===== src/rtl/clk_switch_ctrl.sv =====
// clk_switch_ctrl: sequencer for the glitch-free clk1/clk2 clock mux.
// Takes switch requests over valid/ready and drives the registered mux select.
// Each hand-over is confirmed from the mux's synchronised gate-enable status,
// with a timeout on each phase. It also tracks clk2 liveness from a heartbeat
// toggle. All logic runs on clk1, which is always running.
module clk_switch_ctrl #(
    parameter int TIMEOUT_CYC = 64,
    parameter int SYNC_STAGES = 2,
    parameter int HB_WINDOW   = 32
) (
    input  logic       clk1,
    input  logic       rstn,
    input  logic       req_valid,
    input  logic       req_src,
    output logic       req_ready,
    output logic       mux_sel,
    input  logic       en1_async,
    input  logic       en2_async,
    input  logic       clk2_hb,
    output logic       cur_src,
    output logic       busy,
    output logic       done,
    output logic       err,
    output logic [1:0] err_code,
    output logic       clk2_ok
);

    localparam logic [1:0] S_IDLE  = 2'd0;
    localparam logic [1:0] S_DRAIN = 2'd1;
    localparam logic [1:0] S_ARM   = 2'd2;
    localparam logic [1:0] S_FIN   = 2'd3;

    localparam int TW = $clog2(TIMEOUT_CYC);
    localparam int HW = $clog2(HB_WINDOW + 1);
    localparam logic [TW-1:0] TIMER_LAST = TW'(TIMEOUT_CYC - 1);
    localparam logic [HW-1:0] HB_MAX     = HW'(HB_WINDOW);
    localparam logic [HW-1:0] HB_LAST    = HW'(HB_WINDOW - 1);

    logic [1:0]             state;
    logic                   target;
    logic [TW-1:0]          timer;
    logic [SYNC_STAGES-1:0] en1_sr;
    logic [SYNC_STAGES-1:0] en2_sr;
    logic [SYNC_STAGES-1:0] hb_sr;
    logic                   hb_prev;
    logic [HW-1:0]          hb_cnt;

    logic en1_s;
    logic en2_s;
    logic hb_s;
    logic hb_edge;
    logic old_en;
    logic new_en;

    assign en1_s   = en1_sr[SYNC_STAGES-1];
    assign en2_s   = en2_sr[SYNC_STAGES-1];
    assign hb_s    = hb_sr[SYNC_STAGES-1];
    assign hb_edge = hb_s ^ hb_prev;

    // The gate we wait to close is the source being left; the one we wait to open is the target.
    assign old_en = target ? en1_s : en2_s;
    assign new_en = target ? en2_s : en1_s;

    assign req_ready = (state == S_IDLE);
    assign busy      = (state != S_IDLE);

    // Bring the asynchronous mux status and heartbeat into the clk1 domain.
    always_ff @(posedge clk1 or negedge rstn) begin
        if (!rstn) begin
            en1_sr  <= '0;
            en2_sr  <= '0;
            hb_sr   <= '0;
            hb_prev <= 1'b0;
        end else begin
            en1_sr  <= {en1_sr[SYNC_STAGES-2:0], en1_async};
            en2_sr  <= {en2_sr[SYNC_STAGES-2:0], en2_async};
            hb_sr   <= {hb_sr[SYNC_STAGES-2:0], clk2_hb};
            hb_prev <= hb_s;
        end
    end

    // Heartbeat watchdog: any toggle marks clk2 alive; HB_WINDOW quiet cycles mark it dead.
    always_ff @(posedge clk1 or negedge rstn) begin
        if (!rstn) begin
            hb_cnt  <= '0;
            clk2_ok <= 1'b0;
        end else if (hb_edge) begin
            hb_cnt  <= '0;
            clk2_ok <= 1'b1;
        end else if (hb_cnt != HB_MAX) begin
            hb_cnt <= hb_cnt + 1'b1;
            if (hb_cnt == HB_LAST) begin
                clk2_ok <= 1'b0;
            end
        end
    end

    // Switch sequencer: accept, drain old gate, arm new gate, confirm.
    always_ff @(posedge clk1 or negedge rstn) begin
        if (!rstn) begin
            state    <= S_IDLE;
            target   <= 1'b0;
            timer    <= '0;
            cur_src  <= 1'b0;
            mux_sel  <= 1'b1;
            done     <= 1'b0;
            err      <= 1'b0;
            err_code <= 2'b00;
        end else begin
            done <= 1'b0;
            err  <= 1'b0;
            case (state)
                S_IDLE: begin
                    if (req_valid && req_ready) begin
                        err_code <= 2'b00;
                        target   <= req_src;
                        if (req_src == cur_src) begin
                            // Already on the requested source: confirm without touching the mux.
                            state <= S_FIN;
                            done  <= 1'b1;
                        end else if (req_src && !clk2_ok) begin
                            err      <= 1'b1;
                            err_code <= 2'b01;
                        end else begin
                            mux_sel <= ~req_src;
                            state   <= S_DRAIN;
                            timer   <= '0;
                        end
                    end
                end
                S_DRAIN: begin
                    if (!old_en) begin
                        state <= S_ARM;
                        timer <= '0;
                    end else if (timer == TIMER_LAST) begin
                        // Old gate never closed: put the select back on the source still running.
                        mux_sel  <= ~cur_src;
                        err      <= 1'b1;
                        err_code <= 2'b10;
                        state    <= S_IDLE;
                    end else begin
                        timer <= timer + 1'b1;
                    end
                end
                S_ARM: begin
                    if (new_en) begin
                        state   <= S_FIN;
                        done    <= 1'b1;
                        cur_src <= target;
                    end else if (timer == TIMER_LAST) begin
                        // Old gate is already closed, so the target is the only candidate left.
                        cur_src  <= target;
                        err      <= 1'b1;
                        err_code <= 2'b11;
                        state    <= S_IDLE;
                    end else begin
                        timer <= timer + 1'b1;
                    end
                end
                S_FIN: begin
                    state <= S_IDLE;
                end
                default: begin
                    state <= S_IDLE;
                end
            endcase
        end
    end

endmodule


===== config.mk =====
export PLATFORM = sky130hd
export DESIGN_NAME = clk_switch_ctrl
export DESIGN_NICKNAME = d
export VERILOG_FILES = /design/src/rtl/clk_switch_ctrl.sv
export SDC_FILE = /design/constraint.sdc
export NUM_CORES = 1
export LEC_CHECK = 0
export ABC_AREA = 1
export BUFFER_PORTS_ARGS = -buffer_cell sky130_fd_sc_hd__buf_2
export CELL_PAD_IN_SITES_DETAIL_PLACEMENT = 1
export CELL_PAD_IN_SITES_GLOBAL_PLACEMENT = 1
export CORE_UTILIZATION = 40
export CTS_BUF_LIST = sky130_fd_sc_hd__clkbuf_2
export DETAILED_ROUTE_END_ITERATION = 8
export MAX_ROUTING_LAYER = met4
export PLACE_DENSITY_LB_ADDON = 0.08
export SYNTH_ARGS = -nofsm -noshare
export SYNTH_HDL_FRONTEND = slang
export SYNTH_SLANG_ARGS = --single-unit

===== constraint.sdc =====
create_clock -name clk1 -period 2.25 [get_ports clk1]
set_input_delay 0.1125 -clock clk1 [delete_from_list [all_inputs] [get_ports clk1]]
set_output_delay 0.1125 -clock clk1 [all_outputs]
set_load 0.05 [all_outputs]

==> run summary, run 1 <==
R2R Path Start - state[1]$_DFFE_PN0P_
Number of global-route vias before repair - 1449
Resize count post-CTS - 0
R2R depth - 8
Fmax achieved - 547 MHz
Crit share post-route - 81.2%
DP HPWL - 2820 µm
Final-report hold violation count - 0
Fraction of layout instances using a drive strength above 1 - 20.5%
Die W - 65.9 µm
Compound-Gate Fraction of Synth Area - 8.58%
CTS root buf - clkbuf_2
Final Setup Violations - 0
Ports - 16
Xor-xnor portion of the synthesized cell area - 3.22%
Avg WL per Cell - 13.7 µm
DR DRC count - 0
RSZ-0062 raised after global routing - false
Req. time, crit path - 2.14 ns
H-tree levels - 2
Status - finished, final reports clean
Mapped Nets - 213
Register area share after synthesis - 44.5%
Startpoint types - register
Post-synthesis cell count - 199
Synth Cell Area - 1630 µm²
Initial antenna violation count - 0
CTS tree - done
Post-synthesis mux area share - 0%
Clock-pin slew on the worst setup and hold paths - 0.16 ns
Synth cell types - 29
Total overflow reported by the global router - 0
Mean number of vias per cell - 4.97
Worst setup EP type - primary output
Crit path max fanout - 10
Hold_buf cts - 5
Setup TNS Final - 0 ns
Critical R2R Capture - timer[0]$_DFFE_PN0P_
R2R Setup Slk - 0.51 ns
Sink Count - 29
Leak - 0.000956 µW
Worst Max-Slew Pin Slew - 0.663 ns
Main combinational cell family by area after synthesis - simple AND/OR/NAND/NOR gates
Core area - 3800 µm²
Fillcell total - 472
Aggregate global-route resource usage - 20.9%
Post-CTS setup buffer count - 0
Die height - 65.9 µm
Flops & latches, synth - 29
Mean cell area of the mapped netlist - 8.21 µm²
Layout Nets - 237
Adder-Cell Fraction of Synth Area - 5.36%
Hold EP - target$_DFFE_PN0P_
Pwr dens - 1220 nW/µm²
Slew Limit Headroom - 55.8%
WP data arrival - 1.71 ns
Post-Place Cells - 259
Post-Synth Simple-Gate Area - 30.4%
Number of synthesis warnings - 0
Largest net degree at the start of global routing - 30
Minimum clock period - 1.83 ns
Vias post-DR - 1351
Worst vdd ir - 0.000414 V
First-pass detailed-route iteration total - 5
Min Hold Slack - 0.0414 ns
Post-route insts no fill - 272
DR iter-0 viols - 73
Worst Hold Class - in2reg
Routability Congestion - 0.852
Max-slew violations - 0
Remaining antenna violation count - 0
Clk buf depth - 2
Die area - 4340 µm²
Min-delay src - req_src
Area Growth Syn to Fin - 12.5%
Total CTS buffers - 5
Site Rows - 22
Starting Density - 43.0%
Clock latency on the worst-skew pair - 0.38 ns
Ant. Diodes - 0
Critical path class - reg2out
Clk_skew - 0.0112 ns
First-pass GRT wire length - 6530 µm
Max cap viols - 0
WHS Path Cells - 3
IO Port Bufs - 15
Routed wire length - 3720 µm
cells by family after synthesis:
group,count (synthesis)
AO/OA/AOI/OAI,24
XOR/XNOR,6
adder cells (fa/ha/maj),7
buffers and inverters,32
flip-flops,29
AND/OR/NAND/NOR,101
cell usage in the layout (no fill, tap or decap), types with 2 or more instances in the layout:
master / instances
o21ai_0: 9
nor2_2: 2
xnor2_1: 4
inv_2: 5
a21oi_1: 5
inv_1: 24
dlygate4sd3_1: 5
nand2_2: 4
clkinv_2: 2
clkbuf_2: 6
o21ai_1: 6
nand3_1: 18
dfrtp_1: 28
nand3_2: 3
nand2_1: 47
xor2_1: 2
nor2_4: 4
nor2_1: 14
nand4_1: 4
ha_1: 7
buf_2: 15
report_power, final:
group / internal [µW] / total [µW] / switching (µW)
clock network: 77.9 / 271 / 194
logic: 376 / 1240 / 864
registers: 635 / 730 / 95.5
worst max path at each step:
| stage | start | to | slack (ns) | depth (start not counted) |
|---|---|---|---|---|
| 4_1_cts | state[1]$_DFFE_PN0P_ | busy | 0.42 | 4 |
| 3_5_place_dp | state[0]$_DFFE_PN0P_ | timer[0]$_DFFE_PN0P_ | 0.53 | 8 |
| 5_1_grt | state[0]$_DFFE_PN0P_ | busy | 0.36 | 4 |
| 3_3_place_gp | state[1]$_DFFE_PN0P_ | timer[0]$_DFFE_PN0P_ | 0.60 | 8 |
| 6_report | state[1]$_DFFE_PN0P_ | busy | 0.42 | 4 |
| 2_1_floorplan | state[0]$_DFFE_PN0P_ | err_code[0]$_DFFE_PN0P_ | 0.23 | 10 |
layout make-up:
class | instances | area, µm² | share of cell area (%)
inverter | 29 | 109 | 5.92
tap | 48 | 60.1 | 3.27
clock buffer | 6 | 30.0 | 1.63
clock inverter | 2 | 10.0 | 0.545
timing repair buffer | 20 | 125 | 6.81
multi-input combinational | 138 | 777 | 42.3
sequential | 29 | 727 | 39.6
Yosys cell counts, drive strengths merged:
cell type	n	share of area, %
o21ai	15	4.6
xnor2	4	2.1
inv	29	6.7
nor3b	1	0.46
dfrtp	28	43
nor3	2	0.92
nand4	4	1.5
nand2	52	13
dfstp	1	1.6
nand3	21	7.4
o21bai	1	0.46
and2	1	0.38
nor2	20	6.7
buf	3	1.3
xor2	2	1.1
ha	7	5.4
a21oi	7	3.1
o211ai	1	0.46
metrics by stage:
step           setup slack [ns]  instance area [µm²]  utilization, %  total power, µW
2_1_floorplan             0.235                 1630               -             1720
3_3_place_gp              0.604                 1750            46.0             1940
3_5_place_dp              0.527                 1750            46.0             1990
4_1_cts                   0.421                 1840            48.4             2270
5_1_grt                   0.358                 1840            48.4             2440
6_report                  0.423                 1840            48.4             2240
critical path, stage by stage, from the launching register on:
cell and delay [ns]:
dfrtp_1 0.46, inv_1 0.12, ha_1 0.37, inv_1 0.15, buf_2 0.24
metal layers:
layer | vias to the layer above | wire length [µm] | GRT usage, %
met5 | - | 0 | -
met4 | 0 | 61 | 8.15
met3 | 6 | 111 | 4.66
met2 | 18 | 1820 | 34.8
met1 | 648 | 1720 | 24.5
li1 | 679 | - | -
state kept, by name (all words and copies together), names as in the netlist:
register	cells
hb_sr	2
clk2_ok	1
mux_sel	1
cur_src	1
err_code	2
timer	6
done	1
state	2
en2_sr	2
en1_sr	2
err	1
hb_prev	1
target	1
hb_cnt	6
Power figures use the tool's default switching activity.
==> run 2: changes to the inputs <==
==> constraint.sdc (replaced) <==
create_clock -name clk1 -period 1.8 [get_ports clk1]
set_input_delay 0.09 -clock clk1 [delete_from_list [all_inputs] [get_ports clk1]]
set_output_delay 0.09 -clock clk1 [all_outputs]
set_load 0.05 [all_outputs]
==> run 2 against run 1 <==
  * Register-to-register slack lost 0.39 ns
  * Total power rose by 34%
  * Critical path type is now reg2reg
  * Combinational power grew 31%
==> run summary, run 2 (synthesized netlist as in run 1, its figures left out) <==
Status - finished, final reports clean
Crit-path slowest cell - dfrtp_1
Pwr dens - 1600 nW/µm²
R2R Path Start - state[1]$_DFFE_PN0P_
Worst setup EP type - register
Crit path buffers/inverters - 2
First-pass GRT wire length - 6630 µm
Max-slew violations - 0
Leak - 0.000965 µW
Crit share post-route - 93.2%
Layout Nets - 237
Fmax achieved - 596 MHz
Delay-heaviest family, CP - flip-flops
Critical Path, Cell by Cell - inv_1, ha_1, inv_1, nand3_1, nand3_1, nor2_2, nand2_2, nand2_1, o21ai_1
Minimum clock period - 1.68 ns
Ports - 16
Final Util - 49.3%
Metal2 WL - 1900 µm
CP peak stage delay - 0.45 ns
CTS tree - done
Commonest non-fill, non-tap cells in the layout - nand2_1, dfrtp_1, inv_1, nand3_1, buf_2
Resize count post-CTS - 0
Post-route insts no fill - 272
Part of the power in registers - 30.4%
Clock network fraction of design power - 15.5%
Site Rows - 22
Int Power - 1550 µW
First-pass detailed-route iteration total - 4
Total CTS buffers - 5
Die W - 65.9 µm
Sink Count - 29
Min Hold Slack - 0.0204 ns
Post-CTS setup buffer count - 0
Fillcell total - 481
Core area - 3800 µm²
Vias post-DR - 1342
Slew Limit Headroom - 57.1%
Req. time, crit path - 2.06 ns
Combinational share of power - 54.0%
Min-delay src - req_valid
IO Port Bufs - 15
DP HPWL - 2940 µm
Initial antenna violation count - 0
Worst vdd ir - 0.000683 V
Starting Density - 43.0%
Fraction of layout instances using a drive strength above 1 - 21.0%
Avg WL per Cell - 14.2 µm
Die height - 65.9 µm
Top Registers - hb_cnt (6), timer (6)
Max layer used - met4
Final Setup Violations - 0
Final-report hold violation count - 0
Clock-pin slew on the worst setup and hold paths - 0.15 ns
Startpoint types - register
RSZ-0062 raised after global routing - false
H-tree levels - 2
Crit path max fanout - 8
Critical path class - reg2reg
Aggregate global-route resource usage - 21.2%
Worst Max-Slew Pin Slew - 0.643 ns
Critical path origin - state[1]$_DFFE_PN0P_
Clk buf depth - 2
Mean number of vias per cell - 4.93
DR DRC count - 0
CTS root buf - clkbuf_2
Metal1 wirelength - 1840 µm
Remaining antenna violation count - 0
WP data arrival - 1.93 ns
Routability Congestion - 0.937
Largest net degree at the start of global routing - 30
Worst Hold Class - in2reg
Power, Total - 3000 µW
Die area - 4340 µm²
Max cap viols - 0
Clock latency on the worst-skew pair - 0.36 ns
NetSw - 1460 µW
Commonest non-fill, non-tap cell in the layout - nand2_1
Routed wire length - 3850 µm
Clk_skew - 0.00462 ns
Sw frac - 48.5%
Met3 wire length - 76 µm
Post-Place Cells - 260
Total overflow reported by the global router - 0
Area Growth Syn to Fin - 14.5%
Hold_buf cts - 4
Ant. Diodes - 0
Number of global-route vias before repair - 1416
DR iter-0 viols - 68
Setup TNS Final - 0 ns
## run 2: worst paths after layout
path	endpoint	slack, ns	depth (start not counted)
min in group asynchronous	en2_sr[0]$_DFF_PN0_	0.27	2
max in group asynchronous	timer[2]$_DFFE_PN0P_	1.12	2
worst min register to register	en1_sr[1]$_DFF_PN0_	0.38	0
worst max register to register	err_code[0]$_DFFE_PN0P_	0.12	9
worst min-delay path	done$_DFF_PN0_	0.02	3
worst max-delay path	err_code[0]$_DFFE_PN0P_	0.12	9
## run 2: per-stage QoR
stage                     cell area [µm²]  setup WS (ns)
after floorplan                      1650         0.0404
final                                1870          0.123
after detailed placement             1770          0.126
after CTS                            1870          0.114
after global placement               1770          0.136
after global routing                 1870         0.0397
## run 2: layout make-up
type                       instances  area (µm²)  area share, %
inverter                          29         109           5.82
clock inverter                     2        33.8           1.80
sequential                        29         727           38.8
timing repair buffer              20         123           6.55
multi-input combinational        138         790           42.2
clock buffer                       6        30.0           1.60
tap                               48        60.1           3.21
## run 2: power groups by stage
stage	registers [µW]	clock network [µW]	logic [µW]
floorplan	1060	0	1120
global placement	915	0	1580
detailed placement	927	0	1620
CTS	914	481	1630
global route	934	505	1800
finish	914	466	1620
## run 2: worst reg2reg max path, cell delays in order, from the launching register on
cell	delay (ns)
dfrtp_1	0.45
inv_1	0.14
ha_1	0.36
inv_1	0.12
nand3_1	0.10
nand3_1	0.09
nor2_2	0.11
nand2_2	0.09
nand2_1	0.07
o21ai_1	0.06
## run 2: per-layer routing
metal / up-vias / global-route usage (%)
met5: - / -
met1: 649 / 25.8
met2: 13 / 35.6
li1: 675 / -
met3: 5 / 4.14
met4: 0 / 5.71
